<file path="src/rtl/adder_pkg.sv">
// Shared types and helpers for the serial adder/subtractor datapath.
package adder_pkg;

   typedef enum logic [1:0] {
      IDLE,
      BUSY,
      DONE
   } state_t;

   localparam logic MODE_ADD = 1'b0;
   localparam logic MODE_SUB = 1'b1;

   // Number of chunk steps per operation; a zero chunk is reported elsewhere
   function automatic int chunks(input int bits, input int chunk);
      return (chunk < 1) ? 1 : bits / chunk;
   endfunction

endpackage

</file>
<file path="src/rtl/chunk_adder.sv">
// Combinational CHUNK-bit adder with carry-in; also reports the carry into its MSB.
module chunk_adder #(
   parameter int CHUNK = 2
) (
   input  logic [CHUNK-1:0] a,
   input  logic [CHUNK-1:0] b,
   input  logic             c_in,
   output logic [CHUNK-1:0] sum,
   output logic             c_out,
   output logic             c_msb
);

   logic [CHUNK:0] total;

   assign total = {1'b0, a} + {1'b0, b} + {{CHUNK{1'b0}}, c_in};
   assign sum   = total[CHUNK-1:0];
   assign c_out = total[CHUNK];
   // The sum bit is a^b^cin, so the carry that entered the MSB falls out by XOR
   assign c_msb = total[CHUNK-1] ^ a[CHUNK-1] ^ b[CHUNK-1];

endmodule

</file>
<file path="src/rtl/serial_adder.sv">
// Multi-cycle adder/subtractor working CHUNK bits per clock with ready/valid handshakes.
// Define SERIAL_ADDER_OVERFLOW_EN to add the signed overflow flag output.
module serial_adder
   import adder_pkg::*;
#(
   parameter int BITS  = 8,
   parameter int CHUNK = 2
) (
   input  logic            i_clock,
   input  logic            i_reset,
   input  logic            i_valid,
   output logic            o_ready,
   input  logic [BITS-1:0] i_augend,
   input  logic [BITS-1:0] i_addend,
   input  logic            i_subtract,
   output logic            o_valid,
   input  logic            i_ready,
   output logic [BITS-1:0] o_sum,
   output logic            o_carry
`ifdef SERIAL_ADDER_OVERFLOW_EN
   ,
   output logic            o_overflow
`endif
);

   localparam int N  = chunks(BITS, CHUNK);
   localparam int CW = (N > 1) ? $clog2(N) : 1;

   if (CHUNK < 1) begin : g_chunk_check
      $error("serial_adder: CHUNK must be at least 1");
   end else if (BITS % CHUNK != 0) begin : g_bits_check
      $error("serial_adder: BITS must be a multiple of CHUNK");
   end

   state_t          state;
   state_t          next_state;
   logic [BITS-1:0] aug_q;
   logic [BITS-1:0] add_q;
   logic [BITS-1:0] sum_q;
   logic            carry_q;
   logic [CW-1:0]   cnt;
   logic            last_chunk;

   logic [CHUNK-1:0] a_chunk;
   logic [CHUNK-1:0] b_chunk;
   logic [CHUNK-1:0] s_chunk;
   logic             c_out;

   assign last_chunk = (cnt == CW'(N - 1));
   assign a_chunk    = aug_q[int'(cnt) * CHUNK +: CHUNK];
   assign b_chunk    = add_q[int'(cnt) * CHUNK +: CHUNK];

`ifdef SERIAL_ADDER_OVERFLOW_EN
   logic c_msb;
   logic ovf_q;

   chunk_adder #(.CHUNK(CHUNK)) u_chunk_adder (
      .a     (a_chunk),
      .b     (b_chunk),
      .c_in  (carry_q),
      .sum   (s_chunk),
      .c_out (c_out),
      .c_msb (c_msb)
   );

   assign o_overflow = ovf_q;
`else
   chunk_adder #(.CHUNK(CHUNK)) u_chunk_adder (
      .a     (a_chunk),
      .b     (b_chunk),
      .c_in  (carry_q),
      .sum   (s_chunk),
      .c_out (c_out),
      .c_msb ()
   );
`endif

   always_ff @(posedge i_clock) begin
      if (i_reset) begin
         state <= IDLE;
      end else begin
         state <= next_state;
      end
   end

   always_comb begin
      next_state = state;
      o_ready    = (state == IDLE);
      o_valid    = (state == DONE);
      case (state)
         IDLE:    if (i_valid) next_state = BUSY;
         BUSY:    if (last_chunk) next_state = DONE;
         DONE:    if (i_ready) next_state = IDLE;
         default: next_state = IDLE;
      endcase
   end

   // Subtraction is augend + ~addend + 1, so the inversion and the +1 happen at accept
   always_ff @(posedge i_clock) begin
      if (i_reset) begin
         aug_q   <= '0;
         add_q   <= '0;
         sum_q   <= '0;
         carry_q <= 1'b0;
         cnt     <= '0;
      end else if (state == IDLE && i_valid) begin
         aug_q   <= i_augend;
         add_q   <= (i_subtract == MODE_SUB) ? ~i_addend : i_addend;
         carry_q <= i_subtract;
         cnt     <= '0;
      end else if (state == BUSY) begin
         sum_q[int'(cnt) * CHUNK +: CHUNK] <= s_chunk;
         carry_q <= c_out;
         if (!last_chunk) cnt <= cnt + 1'b1;
      end
   end

`ifdef SERIAL_ADDER_OVERFLOW_EN
   always_ff @(posedge i_clock) begin
      if (i_reset) begin
         ovf_q <= 1'b0;
      end else if (state == BUSY && last_chunk) begin
         ovf_q <= c_msb ^ c_out;
      end
   end
`endif

   assign o_sum   = sum_q;
   assign o_carry = carry_q;

endmodule
</file>
<file path="config.mk">
export PLATFORM = sky130hd
export DESIGN_NAME = serial_adder
export DESIGN_NICKNAME = d
export VERILOG_FILES = /design/src/rtl/adder_pkg.sv /design/src/rtl/chunk_adder.sv /design/src/rtl/serial_adder.sv
export SDC_FILE = /design/constraint.sdc
export NUM_CORES = 1
export LEC_CHECK = 0
export CELL_PAD_IN_SITES_DETAIL_PLACEMENT = 0
export CELL_PAD_IN_SITES_GLOBAL_PLACEMENT = 1
export CORE_ASPECT_RATIO = 0.5
export CORE_MARGIN = 2
export CORE_UTILIZATION = 34
export DETAILED_ROUTE_END_ITERATION = 10
export PLACE_DENSITY_LB_ADDON = 0.1
export SLEW_MARGIN = 20
export SYNTH_ARGS = -nofsm -noshare
export SYNTH_HDL_FRONTEND = slang
export SYNTH_SLANG_ARGS = --single-unit
</file>
<file path="constraint.sdc">
create_clock -name i_clock -period 2.5 [get_ports i_clock]
set_input_delay 0.375 -clock i_clock [delete_from_list [all_inputs] [get_ports i_clock]]
set_output_delay 0.375 -clock i_clock [all_outputs]
set_load 0.01 [all_outputs]
</file>
==> run_results.csv <==
group,metric,value,unit
run_status,status,"finished clean",
cells_and_area,final_cell_count_no_fill,242,
cells_and_area,layout.nets,216,
timing,whs,0.4513,ns
clock_tree,cts_made_buffers,5,
global_route,grt_pass1_wl,5002,um
synth,syn_area,1469,um2
setup_path,cp-end-kind,"flip-flop",
clock_tree,clockBufferDepth,2,
clock_tree,cts_sinks,29,
timing,worst_slack,0.09652,ns
setup_path,cp.required,2.71,ns
global_route,antenna_found_initial,0,
global_route,overflow,0,
drt,num_vias,1150,
drt,via_per_inst,4.752,
global_route,grt_pass1_vias,1088,
timing,slew_headroom,0.6605,
synth,synthMuxAreaShare,0.07496,
floorplanning,num_io_pins,32,
drt,wire_per_inst,12.40,um
cells_and_area,fillers,408,
flow_run,max_cap_violations,0,
cells_and_area,antenna_cells,0,
floorplanning,start_util,0.3650,
synth,yosysUniqueCellTypes,30,
drt,drtPass1Iterations,3,
synth,yosys.area_share.simple,0.2283,
synth,ys_dominant_reg_cell,"dfxtp_1",
clock_tree,cts_tree,"done",
cells_and_area,mostFrequentLayoutCells,"31 x clkdlybuf4s50_1, 28 x dfxtp_1, 24 x nand2_1, 16 x a21oi_1, 12 x nor2_1",
synth,seq_area_frac_synth,0.3952,
setup_path,arrival,2.61,ns
global_route,grt_use_total,0.1304,
floorplanning,dieArea,4894,um2
timing,fmax,416.1,MHz
timing,fin_crit_sh,0.9614,
clock_tree,h-tree-depth,2,
place,dp_hpwl,2057,um
place,place.gp.congestion,0.7652,
global_route,grt_max_degree,30,
power_and_ir_drop,irDropWorstVdd,0.0002049,V
floorplanning,core_area,4024,um2
power_and_ir_drop,power_per_cell_area,592.8,nW/um2
synth,yosysWarningCount,0,
setup_path,critPathLaunchType,"flip-flop",
setup_path,r2r_start,"cnt[0]$_SDFFE_PP0P_",
synth,synth_top_family_by_area,"simple AND/OR/NAND/NOR gates",
cells_and_area,final_layout_size_suffix_gt1_frac,0.1383,
setup_path,path_class,"reg2reg",
synth,synth_compound_area_frac,0.1090,
timing,setup-violations-final,0,
cells_and_area,final_util,0.4807,
place,dpl-instance-area,1814,um2
place,place_ws,-0.008220,ns
synth,synth_cells,154,
setup_path,cp_max_fo,3,
clock_tree,cts_root_buf,"clkbuf_8",
setup_path,crit_start,"cnt[0]$_SDFFE_PP0P_",
hold_path,hp-class,"reg2reg",
timing,final_max_slew_viol_count,0,
synth,synth.ff_latch_count,29,
timing,worst_pin_slew,0.5077,ns
place,port_buffers,31,
timing,finalClockSkew,0.002188,ns
synth,synth_edf_count,0,
drt,routed_wl,3000,um
floorplanning,die_y,50.48,um
drt,drt_iter0_markers,36,
global_route,top_usage_layer,"met2",
global_route,grt.met1_usage,0.1815,
synth,synthXorXnorAreaFrac,0.05366,
synth,synthAdderAreaFrac,0.07836,
cells_and_area,area_delta_synth_final,31.69,%
synth,syn_avg_cell_area,9.538,um2
global_route,grt.met2_usage,0.1875,
floorplanning,die_x,96.96,um
cells_and_area,final_common_cell,"clkdlybuf4s50_1",
global_route,met3_usage,0.05153,
clock_tree,clkLatencyLatePin,0.27,ns
clock_tree,cts_setup_buffers,0,
synth,async_reset_ff_frac,0,
place,dp.cells,234,
timing,post-route-min-period,2.403,ns
floorplanning,num_rows,16,
power_and_ir_drop,p_leak,0.0006945,uW
synth,syn-num-nets,183,
clock_tree,clkTransAtPathRegs,0.06,ns
drt,drcViolationCount,0,
hold_path,hold_start,"o_sum[0]$_SDFFE_PP0P_",
drt,ant_nets,0,
timing,finalHoldViolCount,0,
cells_and_area,final_cell_area,1934,um2
[flip-flops by register name, summed over array words and instances, names as in the netlist]
name     count
add_q        8
o_carry      1
aug_q        8
state        2
cnt          2
o_sum        8
[synthesized netlist by cell type, drive strengths merged (2+ instances only)]
library cell	n	area [um2]
nor3	2	10.01
nand4	4	25.02
inv	3	11.26
nand3b	4	30.03
mux2i	2	20.02
mux4	4	90.09
nor4bb	4	40.04
ha	6	75.07
nor3b	3	38.79
dfxtp	29	580.6
clkbuf	2	7.510
xnor2	9	78.83
a21oi	16	80.08
buf	9	70.06
nor2	13	51.30
nand2	24	90.09
nor2b	2	12.51
nand3	4	20.02
a211oi	9	72.57
fa	2	40.04
[where the power goes]
| part | switching, uW | total [uW] | internal [uW] | leakage [uW] |
|---|---|---|---|---|
| sequential | 18.6 | 507 | 489 | 0.000238 |
| clock | 177 | 425 | 248 | 0.0000542 |
| combinational | 97.1 | 214 | 117 | 0.000402 |
[through the flow]
stage	total power, uW	setup TNS, ns
final	1147	0
after global routing	1209	-0.03465
after floorplan	651.4	0
after CTS	1152	0
after global placement	724.7	0
after detailed placement	726.8	-0.008220
[area by class of cell]
| cell class | instances | area [um2] | area share |
|---|---|---|---|
| Clock buffer | 7 | 96.34 | 0.04981 |
| Clock inverter | 1 | 5.005 | 0.002587 |
| Inverter | 3 | 11.26 | 0.005821 |
| Multi-Input combinational cell | 111 | 814.5 | 0.4211 |
| Sequential cell | 29 | 584.3 | 0.3021 |
| Tap cell | 54 | 67.56 | 0.03493 |
| Timing Repair Buffer | 37 | 355.3 | 0.1837 |
[critical path, cell delays in order (launching register included)]
cell and delay (ns):
dfxtp_4 0.36, mux4_2 0.52, fa_2 0.39, fa_1 0.57, nor4bb_2 0.25, nand3_1 0.11, a21oi_1 0.14
[layer usage]
metal | wire (um) | part of all wire
met5 | 0 | 0
met4 | 4 | 0.0013
met3 | 142 | 0.047
met2 | 1284 | 0.43
met1 | 1568 | 0.52
[final timing paths]
| kind | end | slack, ns | depth (start not counted) |
|---|---|---|---|
| setup / recovery | o_sum[1]$_SDFFE_PP0P_ | 0.1 | 6 |
| setup reg to reg | o_sum[1]$_SDFFE_PP0P_ | 0.1 | 6 |
| hold reg to reg | o_sum[0]$_SDFFE_PP0P_ | 0.45 | 2 |
| hold / removal | o_sum[0]$_SDFFE_PP0P_ | 0.45 | 2 |
[kinds of logic after synthesis]
group / Yosys count
buffers and inverters: 14
muxes: 6
xor gates and xnor gates: 9
AOI/OAI and AO/OA: 26
adders and majority gates: 8
DFF: 29
and+or+nand+nor: 62
[repair_timing]
action / in CTS / in global routing
pin swaps: 0 / 2
hold buffers: 0 / 0
setup endpoints to repair: 2 / 2
resized for setup: 1 / 4
cloned: 0 / 0
Note: power is estimated with default switching activity, not from simulation.
